==> src/rtl/uart_tx_queue.sv <==
// uart_tx_queue: byte FIFO ahead of the UART transmitter, issuing one request per frame paced by tx_status.
// Optional macro UART_TXQ_CRLF_EN: a queued 8'h0A is preceded on the wire by an inserted 8'h0D.
module uart_tx_queue #(
  parameter int unsigned ADDR_W = 4,
  parameter int unsigned CNT_W  = 5
) (
  input  logic             sysclk,
  input  logic             reset_n,
  input  logic             wr_en,
  input  logic [7:0]       wr_data,
  output logic             full,
  output logic             empty,
  output logic [CNT_W-1:0] count,
  output logic             overflow,
  input  logic             clr_overflow,
  output logic [7:0]       tx_data,
  output logic             tx_enable,
  input  logic             tx_status,
  output logic             busy
);

  localparam int unsigned DEPTH = 2 ** ADDR_W;

  typedef enum logic [1:0] {IDLE, REQ, BUSY} state_e;

  state_e            state_q, state_d;
  logic [7:0]        mem_q [DEPTH];
  logic [ADDR_W-1:0] wr_ptr_q, wr_ptr_d;
  logic [ADDR_W-1:0] rd_ptr_q, rd_ptr_d;
  logic [CNT_W-1:0]  count_q, count_d;
  logic              full_q, full_d;
  logic              empty_q, empty_d;
  logic              overflow_q, overflow_d;
  logic [7:0]        tx_data_q, tx_data_d;
  logic              tx_enable_q, tx_enable_d;
  logic              tx_status_q;
  logic              push, pop;
  logic [7:0]        head;
`ifdef UART_TXQ_CRLF_EN
  logic              crlf_sent_q, crlf_sent_d;
`endif

  assign head = mem_q[rd_ptr_q];

  // Next-state, pop decision and registered-output updates
  always_comb begin
    state_d     = state_q;
    tx_data_d   = tx_data_q;
    tx_enable_d = tx_enable_q;
    pop         = 1'b0;
`ifdef UART_TXQ_CRLF_EN
    crlf_sent_d = crlf_sent_q;
`endif
    // Full is judged on the pre-edge value, so a same-cycle pop cannot rescue a write
    push = wr_en && !full_q;

    case (state_q)
      IDLE: begin
        if (!empty_q && !tx_status_q) begin
          tx_enable_d = 1'b1;
          state_d     = REQ;
`ifdef UART_TXQ_CRLF_EN
          if (head == 8'h0A && !crlf_sent_q) begin
            tx_data_d   = 8'h0D;
            crlf_sent_d = 1'b1;
          end else begin
            tx_data_d   = head;
            pop         = 1'b1;
            crlf_sent_d = 1'b0;
          end
`else
          tx_data_d = head;
          pop       = 1'b1;
`endif
        end
      end
      REQ: begin
        // Hold the request until the slow-sampling transmitter acknowledges it
        if (tx_status_q) begin
          tx_enable_d = 1'b0;
          state_d     = BUSY;
        end
      end
      BUSY: begin
        if (!tx_status_q) begin
          state_d = IDLE;
        end
      end
      default: begin
        state_d     = IDLE;
        tx_enable_d = 1'b0;
      end
    endcase

    wr_ptr_d = wr_ptr_q + ADDR_W'(push);
    rd_ptr_d = rd_ptr_q + ADDR_W'(pop);
    count_d  = count_q + CNT_W'(push) - CNT_W'(pop);
    full_d   = (count_d == CNT_W'(DEPTH));
    empty_d  = (count_d == '0);

    // A dropped write wins over a same-cycle clear
    if (wr_en && full_q) begin
      overflow_d = 1'b1;
    end else if (clr_overflow) begin
      overflow_d = 1'b0;
    end else begin
      overflow_d = overflow_q;
    end
  end

  always_ff @(posedge sysclk) begin
    if (!reset_n) begin
      state_q     <= IDLE;
      wr_ptr_q    <= '0;
      rd_ptr_q    <= '0;
      count_q     <= '0;
      full_q      <= 1'b0;
      empty_q     <= 1'b1;
      overflow_q  <= 1'b0;
      tx_data_q   <= 8'h00;
      tx_enable_q <= 1'b0;
      tx_status_q <= 1'b0;
`ifdef UART_TXQ_CRLF_EN
      crlf_sent_q <= 1'b0;
`endif
    end else begin
      state_q     <= state_d;
      wr_ptr_q    <= wr_ptr_d;
      rd_ptr_q    <= rd_ptr_d;
      count_q     <= count_d;
      full_q      <= full_d;
      empty_q     <= empty_d;
      overflow_q  <= overflow_d;
      tx_data_q   <= tx_data_d;
      tx_enable_q <= tx_enable_d;
      tx_status_q <= tx_status;
`ifdef UART_TXQ_CRLF_EN
      crlf_sent_q <= crlf_sent_d;
`endif
    end
  end

  // Storage array carries no reset; occupancy is tracked by the pointers
  always_ff @(posedge sysclk) begin
    if (reset_n && push) begin
      mem_q[wr_ptr_q] <= wr_data;
    end
  end

  assign full      = full_q;
  assign empty     = empty_q;
  assign count     = count_q;
  assign overflow  = overflow_q;
  assign tx_data   = tx_data_q;
  assign tx_enable = tx_enable_q;
  assign busy      = (state_q != IDLE) || !empty_q;

endmodule
==> config.mk <==
export PLATFORM = sky130hd
export DESIGN_NAME = uart_tx_queue
export DESIGN_NICKNAME = d
export VERILOG_FILES = /design/src/rtl/uart_tx_queue.sv
export SDC_FILE = /design/constraint.sdc
export NUM_CORES = 1
export LEC_CHECK = 0
export ABC_AREA = 1
export CAP_MARGIN = 30
export CORE_MARGIN = 2
export CORE_UTILIZATION = 50
export CTS_CLUSTER_DIAMETER = 200
export DETAILED_ROUTE_END_ITERATION = 8
export DONT_BUFFER_PORTS = 1
export HOLD_SLACK_MARGIN = 0.05
export PLACE_DENSITY_LB_ADDON = 0.1
export SETUP_SLACK_MARGIN = 0.2
export SLEW_MARGIN = 20
export SYNTH_ARGS = -nofsm -noshare
export SYNTH_HDL_FRONTEND = slang
export SYNTH_SLANG_ARGS = --single-unit
==> constraint.sdc <==
create_clock -name sysclk -period 2.7 [get_ports sysclk]
set_clock_uncertainty 0.05 [all_clocks]
set_input_delay 0.54 -clock sysclk [delete_from_list [all_inputs] [get_ports sysclk]]
set_output_delay 0.54 -clock sysclk [all_outputs]
set_load 0.05 [all_outputs]
# Word level (Yosys, flattened, before mapping)
# Memory sizes are Yosys's and may differ from the RTL's. A register that Yosys moved wholly into a read port is not among the register bits.
# Cells that the tools add are included.
word_totals:
  ff_bits: 20
  mem_bits_rw: 128
  inputBits: 13
  output_inout_bits: 18
  elab_cells: 50
  mem_count: 1
mem_list:
  columns: ["memory", "words", "word_bits", "rd", "rd_clocked_by_memory_dff", "write_ports", "line_no", "source"]
  rows:
  - ["mem_q", 16, 8, 1, 1, 1, "27", "logic [7:0] mem_q [DEPTH];"]
op_classes:
  add_sub_neg: 4
  n_eq_ne: 6
  mux: 13
  n_bitwise: 1
  reduce_logical: 16
op_table:
  columns: ["operator", "count"]
  rows:
  - ["4-bit by 1-bit adder with 4-bit output", 2]
  - ["1-bit two-way mux", 8]
  - ["2-bit two-way mux", 3]
  - ["2-bit != test, second input constant", 3]
  - ["2-bit case mux with 3 select lines", 1]
  - ["3-bit AND reduction", 2]
  - ["5-bit by 1-bit adder with 5-bit output", 1]
  - ["5-bit == test, second input constant", 1]
  - ["5-bit logical NOT", 1]
  - ["5-bit by 1-bit subtractor with 5-bit output", 1]
  - ["1-bit logical AND", 4]
  - ["1-bit logical NOT", 4]
  - ["2-bit nonzero test", 2]
  - ["1-bit case mux with 3 select lines", 1]
  - ["2-bit by 1-bit == test with 1-bit output, second input constant", 1]
  - ["2-bit == test, second input constant", 1]
  - ["2-bit logical NOT", 1]
  - ["2-bit AND reduction", 1]
  - ["1-bit logical OR", 1]
  - ["1-bit NOT", 1]

# Logic depth before layout (Yosys ltp)
depth:
  ltp_word: 6
  mapped_depth: 13
  depth_no_buf: 12

# Worst setup path before layout
# OpenSTA, ideal clock, no wires.
synth_timing:
  path_kind: "register to register"
  startpoint: "register empty_q, in the netlist empty"
  endpoint: "register empty_q, in the netlist empty"
  setup_time_ns: 0.127
  arrival_time_ns: 2.330
  required_ns: 2.523
  path_slack_ns: 0.193
  path_stages_with_launch: 14
  path_buffers: 1
  period_less_slack_ns: 2.507
  path_cell_list: "dfxtp_1 nor2_1 nand2_1 inv_2 buf_4 nand2_1 nand2_1 ha_1 fa_1 nand3_1 nand2_1 xor2_1 nor2_1 a21oi_1"
synth_via:
  elab_chain_len: 6
synth_rtl:
  columns: ["element", "line_no", "source"]
  rows:
  - ["start: declaration", "32", "logic empty_q, empty_d;"]
  - ["start signal: assignment", "132", "empty_q <= empty_d;"]
  - ["1-bit logical NOT", "59", "if (!empty_q && !tx_status_q) begin"]
  - ["1-bit logical AND", "59", null]
  - ["1-bit two-way mux", "59", null]
  - ["1-bit two-way mux", "57", "case (state_q)"]
  - ["5-bit by 1-bit subtractor with 5-bit output", "97", "count_d = count_q + CNT_W'(push) - CNT_W'(pop);"]
  - ["5-bit logical NOT", "99", "empty_d = (count_d == '0);"]
# No other way between the ends.
# A chain may end at the register's enable or synchronous reset.

# Worst setup path in the final report
# Ends and elaborated chain as after synthesis.

==> summary.md <==
| Metric | Value |
|---|---|
| Status | complete, no violations |
| FILL cells | 1104 |
| Family with the most delay on the worst path | simple AND/OR/NAND/NOR gates |
| CP max stage delay | 0.45 ns |
| Crit path buffers/inverters | 1 |
| DRT antenna net count | 0 |
| Synth unique cells | 22 |
| Clock Root Buffer | clkbuf_16 |
| Placed inst area | 6930 sq um |
| Post-synthesis cell count | 672 |
| Die X | 119.5 um |
| First-pass detailed-route iteration total | 5 |
| Max Cap Viol | 0 |
| Tmin final | 2.197 ns |
| Setup-failing EPs final | 0 |
| CTS tree | yes |
| Cell mode on critical path | nand2_1 |
| Final Hold Fails | 0 |
| Commonest non-fill, non-tap cell in the layout | nand2_1 |
| Post-route DRC | 0 |
| Synth-to-layout area growth | 13.29% |
| Avg Inst Size Synth | 9.931 sq um |
| Max clock buf depth | 2 |
| Final Routed Wirelength | 14600 um |
| WP data required | 3.00 ns |
| Design Area, Final | 7561 sq um |
| Vias in the first global route | 4262 |
| Clock transition at path regs | 0.06 ns |
| Initial antenna violation count | 0 |
| Largest net degree at the start of global routing | 66 |
| Crit-path cells | nor2_1 > nand2_1 > inv_2 > nand2_1 > nand2_1 > ha_1 > fa_1 > xor2_1 > nor3_1 > nand2_1 > a21oi_1 |
| Final cycle utilization of the critical path | 81.39% |
| Critical path class | register to register |
| Syn_nets | 693 |
| GP Congestion | 0.8527 |
| Worst-Skew Late Latency | 0.42 ns |
| Routed length per instance | 16.61 um |
| Vert. Die Dim | 119.5 um |
| IO Pins | 31 |
| Worst relative slew slack | 53.20% |
| Initial core utilization | 50.80% |
| Worst Path Arrival | 2.50 ns |
| Fmax achieved | 0.4551 GHz |
| Max FO, Critical Path | 4 |
| Setup_tns | 0 ns |
| Register bit total from synthesis | 156 |
| Pleak | 3.260 nW |
| Post-synthesis sequential area ratio | 65.99% |
| Via count | 4414 |
| Max rail drop VDD | 453.2 uV |
| Worst Setup End Kind | register |
| Overall Global Routing Usage | 22.02% |
| I/O Buffers | 0 |
| Ant. Diodes | 0 |
| Detailed placement HPWL | 9172 um |
| Multi-input logic area | 1720 sq um |
| Pins Over Slew Limit | 0 |
| Core box area | 13140 sq um |
| Area occupied by registers | 4409 sq um |
| Wire length of the first global-routing pass | 23180 um |
| Hold Path Class | input port to register |
| Initial DRC Count | 385 |
| H-tree depth | 4 |
| Share of cells above drive strength 1 | 9.388% |
| Fin Hold WS | 0.1523 ns |
| Site Rows | 42 |
| Slew @ Worst Pin | 0.7019 ns |
| Layout net count | 711 |
| Most frequent cells in the layout | nand2_1 (220), edfxtp_1 (128), nand3_1 (97) |
| Num CTS Buffers | 17 |
| Slowest CP cell | dfxtp_4 |
| Via-to-Cell Ratio | 5.022 |
| Die area | 14290 sq um |
| Cell area after synthesis | 6674 sq um |
| Critical Path Start Type | register |
| Setup Buffers After CTS | 0 |
| PD cells | 924.0 nW/um^2 |
| RSZ-0062 raised after global routing | false |
| CTS Sinks | 156 |
| YS warnings | 0 |
| GRT overflow | 0 |
==> synth_stat cells <==
master     count  area (sq um)
a2111oi_0      1         8.760
a21oi_1        7         35.03
buf_2         16         80.08
buf_4          3         22.52
buf_6          6         67.56
clkbuf_1       3         11.26
dfxtp_1       28         560.5
edfxtp_1     128          3844
fa_1           1         20.02
ha_1           7         87.58
inv_1         94         352.8
inv_2          4         15.01
nand2_1      220         825.8
nand3_1       97         485.5
nand3b_1       1         7.510
nor2_1        43         161.4
nor2_2         1         6.260
nor3_1         2         10.01
o21ai_0        2         10.01
o21ai_1        2         10.01
xnor2_1        2         17.52
xor2_1         4         35.03
==> report_power, final <==
group	internal, W	total [W]	switching (W)
Combinational	0.000454	0.00146	0.00101
Sequential	0.00276	0.00307	0.000312
Clock	0.00153	0.00245	0.000925
Total	0.00474	0.00699	0.00225
==> stage by stage <==
step	total power [W]	setup slack (ns)	util, %	cells
finish	0.006986	0.5025	57.55	879
global route	0.007326	0.2650	57.55	879
CTS	0.007034	0.4035	57.53	879
detailed placement	0.004571	0.3667	52.75	847
global placement	0.004541	0.4264	52.75	847
floorplan	0.004234	0.3701	-	672
==> what timing repair did <==
item	4_1_cts	5_1_grt
hold buffers	0	0
gates resized for setup	0	1
endpoints found under the setup margin	0	2
==> kinds of logic after synthesis <==
kind of cell / after synthesis / share of synthesized area (%)
fa+ha+maj: 8 / 1.612
compound gates: 12 / 0.9561
buf+inv: 126 / 8.230
simple gates: 364 / 22.42
flops: 156 / 65.99
xor+xnor: 6 / 0.7874
==> worst paths after layout <==
path,slack [ns],cells after the start,end,startpoint
max,0.50,11,empty,empty
min,0.15,1,empty,reset_n
min reg2reg,0.42,1,state_q[1],state_q[0]
max reg2reg,0.50,11,empty,empty
==> worst reg2reg max path, stage by stage, from the launching register on <==
cell and delay [ns]:
dfxtp_4 0.45, nor2_1 0.07, nand2_1 0.15, inv_2 0.05, nand2_1 0.12, nand2_1 0.08, ha_1 0.21, fa_1 0.40
xor2_1 0.18, nor3_1 0.14, nand2_1 0.10, a21oi_1 0.13
==> state kept, by name (all words and copies together) (netlist names), 2 cells and up <==
name	count
state_q	2
mem_q	128
tx_data	8
wr_ptr_q	4
rd_ptr_q	4
count	5
==> cell type report <==
class	instances	area share (%)
clock buffers	25	7.380
clock inverters	7	0.9267
inverters	98	4.865
multi-input cells	390	22.75
flip-flops and latches	156	58.32
well taps	176	2.912
repair buffers	27	2.846
==> metal layers <==
layer	global-route usage, %	vias to the layer above	share of wire, %
li1	-	2200	-
met1	30.63	2068	46
met5	0	-	0
met2	33.61	129	46
met3	6.226	17	6.2
met4	7.279	0	1.4
Note: power is estimated with default switching activity, not from simulation.
